<file path="src/rtl/tt_um_restoring_divider4_pkg.sv">
// Shared constants and types for the 4-bit restoring divider:
// FSM states, uio pin positions and the divide-by-zero result code.
package tt_div_pkg;

    localparam int WIDTH = 4;
    localparam int CNT_W = $clog2(WIDTH);

    typedef enum logic [1:0] {
        IDLE = 2'd0,
        RUN  = 2'd1,
        DONE = 2'd2
    } state_t;

    localparam int START_BIT = 0;
    localparam int BUSY_BIT  = 1;
    localparam int DONE_BIT  = 2;
    localparam int DBZ_BIT   = 3;

    localparam logic [7:0]       UIO_OE_VAL   = 8'b0000_1110;
    localparam logic [WIDTH-1:0] DBZ_QUOTIENT = 4'hF;

endpackage

</file>
<file path="src/rtl/tt_um_restoring_divider4_div_step.sv">
// One restoring-division iteration: shift the next dividend bit into the
// partial remainder, subtract the divisor if it fits, shift in the quotient bit.
module div_step
    import tt_div_pkg::*;
(
    input  logic [WIDTH:0]   rem,
    input  logic [WIDTH-1:0] quo,
    input  logic [WIDTH-1:0] b,
    output logic [WIDTH:0]   rem_next,
    output logic [WIDTH-1:0] quo_next
);

    logic [WIDTH:0] rem_shift;
    logic           fits;

    // rem stays below B between iterations, so its top bit is always 0 here.
    logic unused_rem_msb;
    assign unused_rem_msb = rem[WIDTH];

    assign rem_shift = {rem[WIDTH-1:0], quo[WIDTH-1]};
    assign fits      = (rem_shift >= {1'b0, b});
    assign rem_next  = fits ? (rem_shift - {1'b0, b}) : rem_shift;
    assign quo_next  = {quo[WIDTH-2:0], fits};

endmodule

</file>
<file path="src/rtl/tt_um_restoring_divider4.sv">
// Multi-cycle 4-bit unsigned restoring divider in the Tiny Tapeout wrapper:
// A/B on ui_in, start on uio_in[0], {R,Q} on uo_out, busy/done/dbz on uio_out.
module tt_um_restoring_divider4
    import tt_div_pkg::*;
(
    input  logic       clk,
    input  logic       rst_n,
    input  logic       ena,
    input  logic [7:0] ui_in,
    input  logic [7:0] uio_in,
    output logic [7:0] uo_out,
    output logic [7:0] uio_out,
    output logic [7:0] uio_oe
);

    localparam logic [CNT_W-1:0] LAST_COUNT = CNT_W'(WIDTH - 1);

    state_t            state, state_next;
    logic [WIDTH:0]    rem;
    logic [WIDTH-1:0]  quo;
    logic [WIDTH-1:0]  b_reg;
    logic [CNT_W-1:0]  count;
    logic [7:0]        result;
    logic              dbz;

    logic [WIDTH-1:0]  a_in, b_in;
    logic              start, accept, b_zero;
    logic [WIDTH:0]    rem_next;
    logic [WIDTH-1:0]  quo_next;

    logic unused_inputs;
    assign unused_inputs = &{ena, uio_in[7:1], 1'b0};

    assign a_in   = ui_in[WIDTH-1:0];
    assign b_in   = ui_in[2*WIDTH-1:WIDTH];
    assign start  = uio_in[START_BIT];
    assign accept = start && (state != RUN);
    assign b_zero = (b_in == '0);

    div_step u_step (
        .rem      (rem),
        .quo      (quo),
        .b        (b_reg),
        .rem_next (rem_next),
        .quo_next (quo_next)
    );

    // NOTE: state-holding logic uses non-blocking (<=) so every register samples
    // pre-edge values; blocking (=) here would create order-dependent races.
    always_ff @(posedge clk) begin
        if (!rst_n) state <= IDLE;
        else        state <= state_next;
    end

    // NOTE: the default assignment first guarantees state_next is driven on
    // every path, so no latch is inferred.
    always_comb begin
        state_next = state;
        unique case (state)
            IDLE, DONE: if (accept) state_next = b_zero ? DONE : RUN;
            RUN:        if (count == LAST_COUNT) state_next = DONE;
            default:    state_next = IDLE;
        endcase
    end

    always_ff @(posedge clk) begin
        if (!rst_n) begin
            rem    <= '0;
            quo    <= '0;
            b_reg  <= '0;
            count  <= '0;
            result <= '0;
            dbz    <= 1'b0;
        end else if (accept) begin
            b_reg <= b_in;
            rem   <= '0;
            quo   <= a_in;
            count <= '0;
            dbz   <= b_zero;
            // Division by zero finishes immediately; otherwise result holds until RUN ends.
            if (b_zero) result <= {a_in, DBZ_QUOTIENT};
        end else if (state == RUN) begin
            rem   <= rem_next;
            quo   <= quo_next;
            count <= count + 1'b1;
            if (count == LAST_COUNT) result <= {rem_next[WIDTH-1:0], quo_next};
        end
    end

    always_comb begin
        uio_out           = '0;
        uio_out[BUSY_BIT] = (state == RUN);
        uio_out[DONE_BIT] = (state == DONE);
        uio_out[DBZ_BIT]  = dbz;
    end

    assign uo_out = result;
    assign uio_oe = UIO_OE_VAL;

endmodule

</file>
<file path="config.mk">
export PLATFORM = sky130hd
export DESIGN_NAME = tt_um_restoring_divider4
export DESIGN_NICKNAME = d
export VERILOG_FILES = /design/src/rtl/tt_um_restoring_divider4_pkg.sv /design/src/rtl/tt_um_restoring_divider4_div_step.sv /design/src/rtl/tt_um_restoring_divider4.sv
export SDC_FILE = /design/constraint.sdc
export NUM_CORES = 1
export LEC_CHECK = 0
export CAP_MARGIN = 20
export CORE_ASPECT_RATIO = 1.1
export CORE_MARGIN = 1
export CORE_UTILIZATION = 30
export CTS_CLUSTER_SIZE = 16
export DETAILED_ROUTE_END_ITERATION = 12
export SYNTH_ARGS = -nofsm -noshare
export SYNTH_HDL_FRONTEND = slang
export SYNTH_SLANG_ARGS = --single-unit
</file>
<file path="constraint.sdc">
create_clock -name clk -period 5.1 [get_ports clk]
set_clock_uncertainty 0.05 [all_clocks]
set_input_delay 1.02 -clock clk [delete_from_list [all_inputs] [get_ports clk]]
set_output_delay 1.02 -clock clk [all_outputs]
set_load 0.03 [all_outputs]
</file>
==> results.md <==
* Setup ws final at about 1.7 ns
* Critical Path AT at approximately 2.3 ns
* Post-Synth Simple-Gate Area at a little under a fifth
* Via-per-instance ratio at 4.789
* Starting Density at a little under a third
* Mapped Avg Cell Area at between 8 and 9 um^2
* Sw Ratio at 32.60%
* Post-synthesis cell area at 0.001385 mm^2
* Status: completed
* Resize count post-CTS at 0
* R2R setup slack at 2.97 ns
* Vias at ~1,100
* Post-synth EDFFs at 0
* Synth Register Bits at 25
* Hold EP: dbz$_SDFFE_PN0P_
* Final setup fails at 0
* Int Pwr at roughly 0.00031 W
* Post-synthesis compound-gate area fraction at between 20% and 30%
* Clock sink count at 25
* Worst reg2reg path depth at 5
* Leakage at between 0.6 and 0.7 nW
* Fin. max-slew vios at 0
* Largest family of logic cells by synthesized area: compound AO/OA/AOI/OAI gates
* Drt pass-1 iters at 4
* Fin area at between 0.0015 and 0.002 mm^2
* Antenna violations before repair at 0
* Async set-or-reset flop fraction in the synthesized netlist at 0%
* Clock tree root buffer cell: clkbuf_8
* Clk buf depth at 2
* Total GRT Usage at between 10% and 20%
* Synth warn at 0
* IO Count at 43
* Skew-Pair Late Insertion Delay at 0.27 ns
* Pwr/cell area at between 200 and 300 mW/mm^2
* Routed Antenna Nets at 0
* Final wirelength at ~3000 um
* Die area at between 0.004 and 0.005 mm^2
* Setup WS pre-CTS at ~2.0 ns
* Synth Area in XOR/XNOR at 1.897%
* Total power at 0.0004634 W
* Worst-path fanout max at 20
* Synthesized instance count at around 160
* Routed length per instance at between 10 and 15 um
* Fin util at between 30% and 40%
* DP HPWL at 2217 um
* Yosys cell types at 40
* Largest net degree at the start of global routing at 21
* Number of buffers added on ports at 21
* Antenna diodes at 0
* Sequential Power Share at a little under half
* Hold Crit Class: reg -> reg
* Placed cell area at around 0.0016 mm^2
* GRT Residual Overflow at 0
* Commonest cells post-synth: dfxtp_1 (25), nand2_1 (16), nor2_1 (16)
* WP data required at between 4 and 5 ns
* Area Growth Syn to Fin at 16.53%
* Post-CTS Hold Buffers at 0
* Crit path launch type: flip-flop
* Vias in the first global route at 1,048
* Setup TNS at 0 ns
* Leading area contributor after synthesis: dfxtp_1
* Maximum vdd drop at 0.0001097 V
* Starting DRT DRC Count at 28
* Slew @ Worst Pin at about 0.72 ns
* Setup Buffers After CTS at 0
* Area of the multi-input gates at between 700 and 800 um^2
* RSZ-0062 raised after global routing: false
* Post-route clock period utilization at between 60% and 70%
* Share of the synthesized area in the top cell type at between 30 and 40%
* Max-slew headroom at 51.84%
* Chip height at around 73 um
* Layout cells sized above 1 at under 10%
* CTS Buf Count at 3
* Filler Cell Count at just under 500
* Final nets at between 200 and 250
* R2r startpoint: state[1]$_SDFFE_PN0P_
* Clk slew on worst S/H paths at roughly 0.10 ns
* Routability cong. at 0.7963
* # H-tree levels at 1
* Synth Area in Adders at around 6.0%
* CP Class: reg -> out
* Sw power at 0.0001511 W
* Clock share of power at between 20% and 30%
* Most common flop cell mapped by yosys: dfxtp_1
* FF-to-FF End: uo_out[6]$_SDFFE_PN0P_
* Top post-synthesis cells by area: dfxtp_1 (36%), buf_4 (7.6%), ha_1 (4.5%)
* FP Rows at 25
* Post-synthesis mux area share at under 10%
* First-pass GRT wire length at around 5000 um
* Hold Fails Final Rpt at 0
* CTS tree: done
* Sequential element share of the synthesized area at a little over a third
* Largest register FFs at 8
* Hold Startpoint: dbz$_SDFFE_PN0P_
* Max_cap viols at 0
* Die width at ~67 um
* Core Box Area at between 0.004 and 0.005 mm^2
* Minimum clock period at approximately 3.4 ns
* Setup crit end kind: output port
* Most frequent cell after synthesis: dfxtp_1
* Drt drc at 0
* Storage element area at between 500 and 600 um^2
* Gate power share at between 20 and 30%
* Worst Hold Path Cells at 2
* Fmax at around 290 MHz
==> cell families (layout without fill, tap and decap cells) <==
group	count (synthesis)	after routing
and+or+nand+nor	51	51
AOI/OAI and AO/OA	41	41
buffers and inverters	30	34
DFF	25	25
adders and majority gates	6	6
muxes	5	5
xor gates and xnor gates	3	3
other	2	13
==> critical path, cell delays in order (launching register included) <==
cell and delay, ns:
dfxtp_1 0.33, nand2b_1 0.47, inv_1 0.50, clkdlybuf4s50_1 0.76
==> power groups by stage <==
stage	combinational (W)	clock, W	sequential (W)
after CTS	0.000131	0.000123	0.000215
final	0.000130	0.000119	0.000215
after global placement	0.000129	0	0.000219
after global routing	0.000144	0.000129	0.000217
after detailed placement	0.000130	0	0.000219
after floorplan	0.000102	0	0.000222
==> routing by layer <==
metal  vias to the layer above  share of wire, %  global-route usage, %
li1                        567                 -                      -
met4                         0              0.65                  4.255
met2                        22                48                  21.55
met1                       520                48                  17.89
met5                         -                 0                      0
met3                         2               3.4                  1.863
==> cell usage in the layout, fill, tap and decap left out, drive strengths merged, types with 2 or more instances in the layout <==
cell	synthesis	routed
nor3	2	2
o221ai	2	2
nand2b	2	2
nor2b	2	2
clkdlybuf4s50	0	21
conb	2	13
and2	2	2
nand2	16	16
a21oi	13	13
xor2	2	2
dfxtp	25	25
nor4	2	2
nand3	6	6
a211oi	6	6
o22ai	5	5
a22oi	2	2
nor2	16	16
clkbuf	3	3
mux2i	5	5
ha	5	5
inv	9	9
o21ai	6	6
==> worst max-delay path by stage <==
| stage | startpoint | end | slack [ns] | cells past startpoint |
|---|---|---|---|---|
| 2_1_floorplan | ui_in[7] | uo_out[5]$_SDFFE_PN0P_ | 3.03 | 5 |
| 3_3_place_gp | state[1]$_SDFFE_PN0P_ | uio_out[1] | 2.04 | 3 |
| 3_5_place_dp | state[1]$_SDFFE_PN0P_ | uio_out[1] | 2.02 | 3 |
| 4_1_cts | state[1]$_SDFFE_PN0P_ | uio_out[1] | 1.71 | 3 |
| 5_1_grt | state[0]$_SDFFE_PN0P_ | uio_out[1] | 1.52 | 3 |
| 6_report | state[1]$_SDFFE_PN0P_ | uio_out[1] | 1.70 | 3 |
==> final cells by class <==
class | instances | area share [%]
Timing Repair Buffer | 21 | 13.02
Clock inverter | 1 | 0.3101
Clock buffer | 3 | 2.558
Sequential cell | 25 | 31.01
Tap cell | 54 | 4.186
Multi-Input combinational cell | 119 | 46.82
Inverter | 9 | 2.093
==> per-stage QoR <==
step / instances / hold WS, ns
floorplan: 174 / 0.3863
global placement: 228 / 0.3961
detailed placement: 228 / 0.3993
CTS: 232 / 0.4121
global route: 232 / 0.4471
finish: 232 / 0.4104
Power figures use the tool's default switching activity.
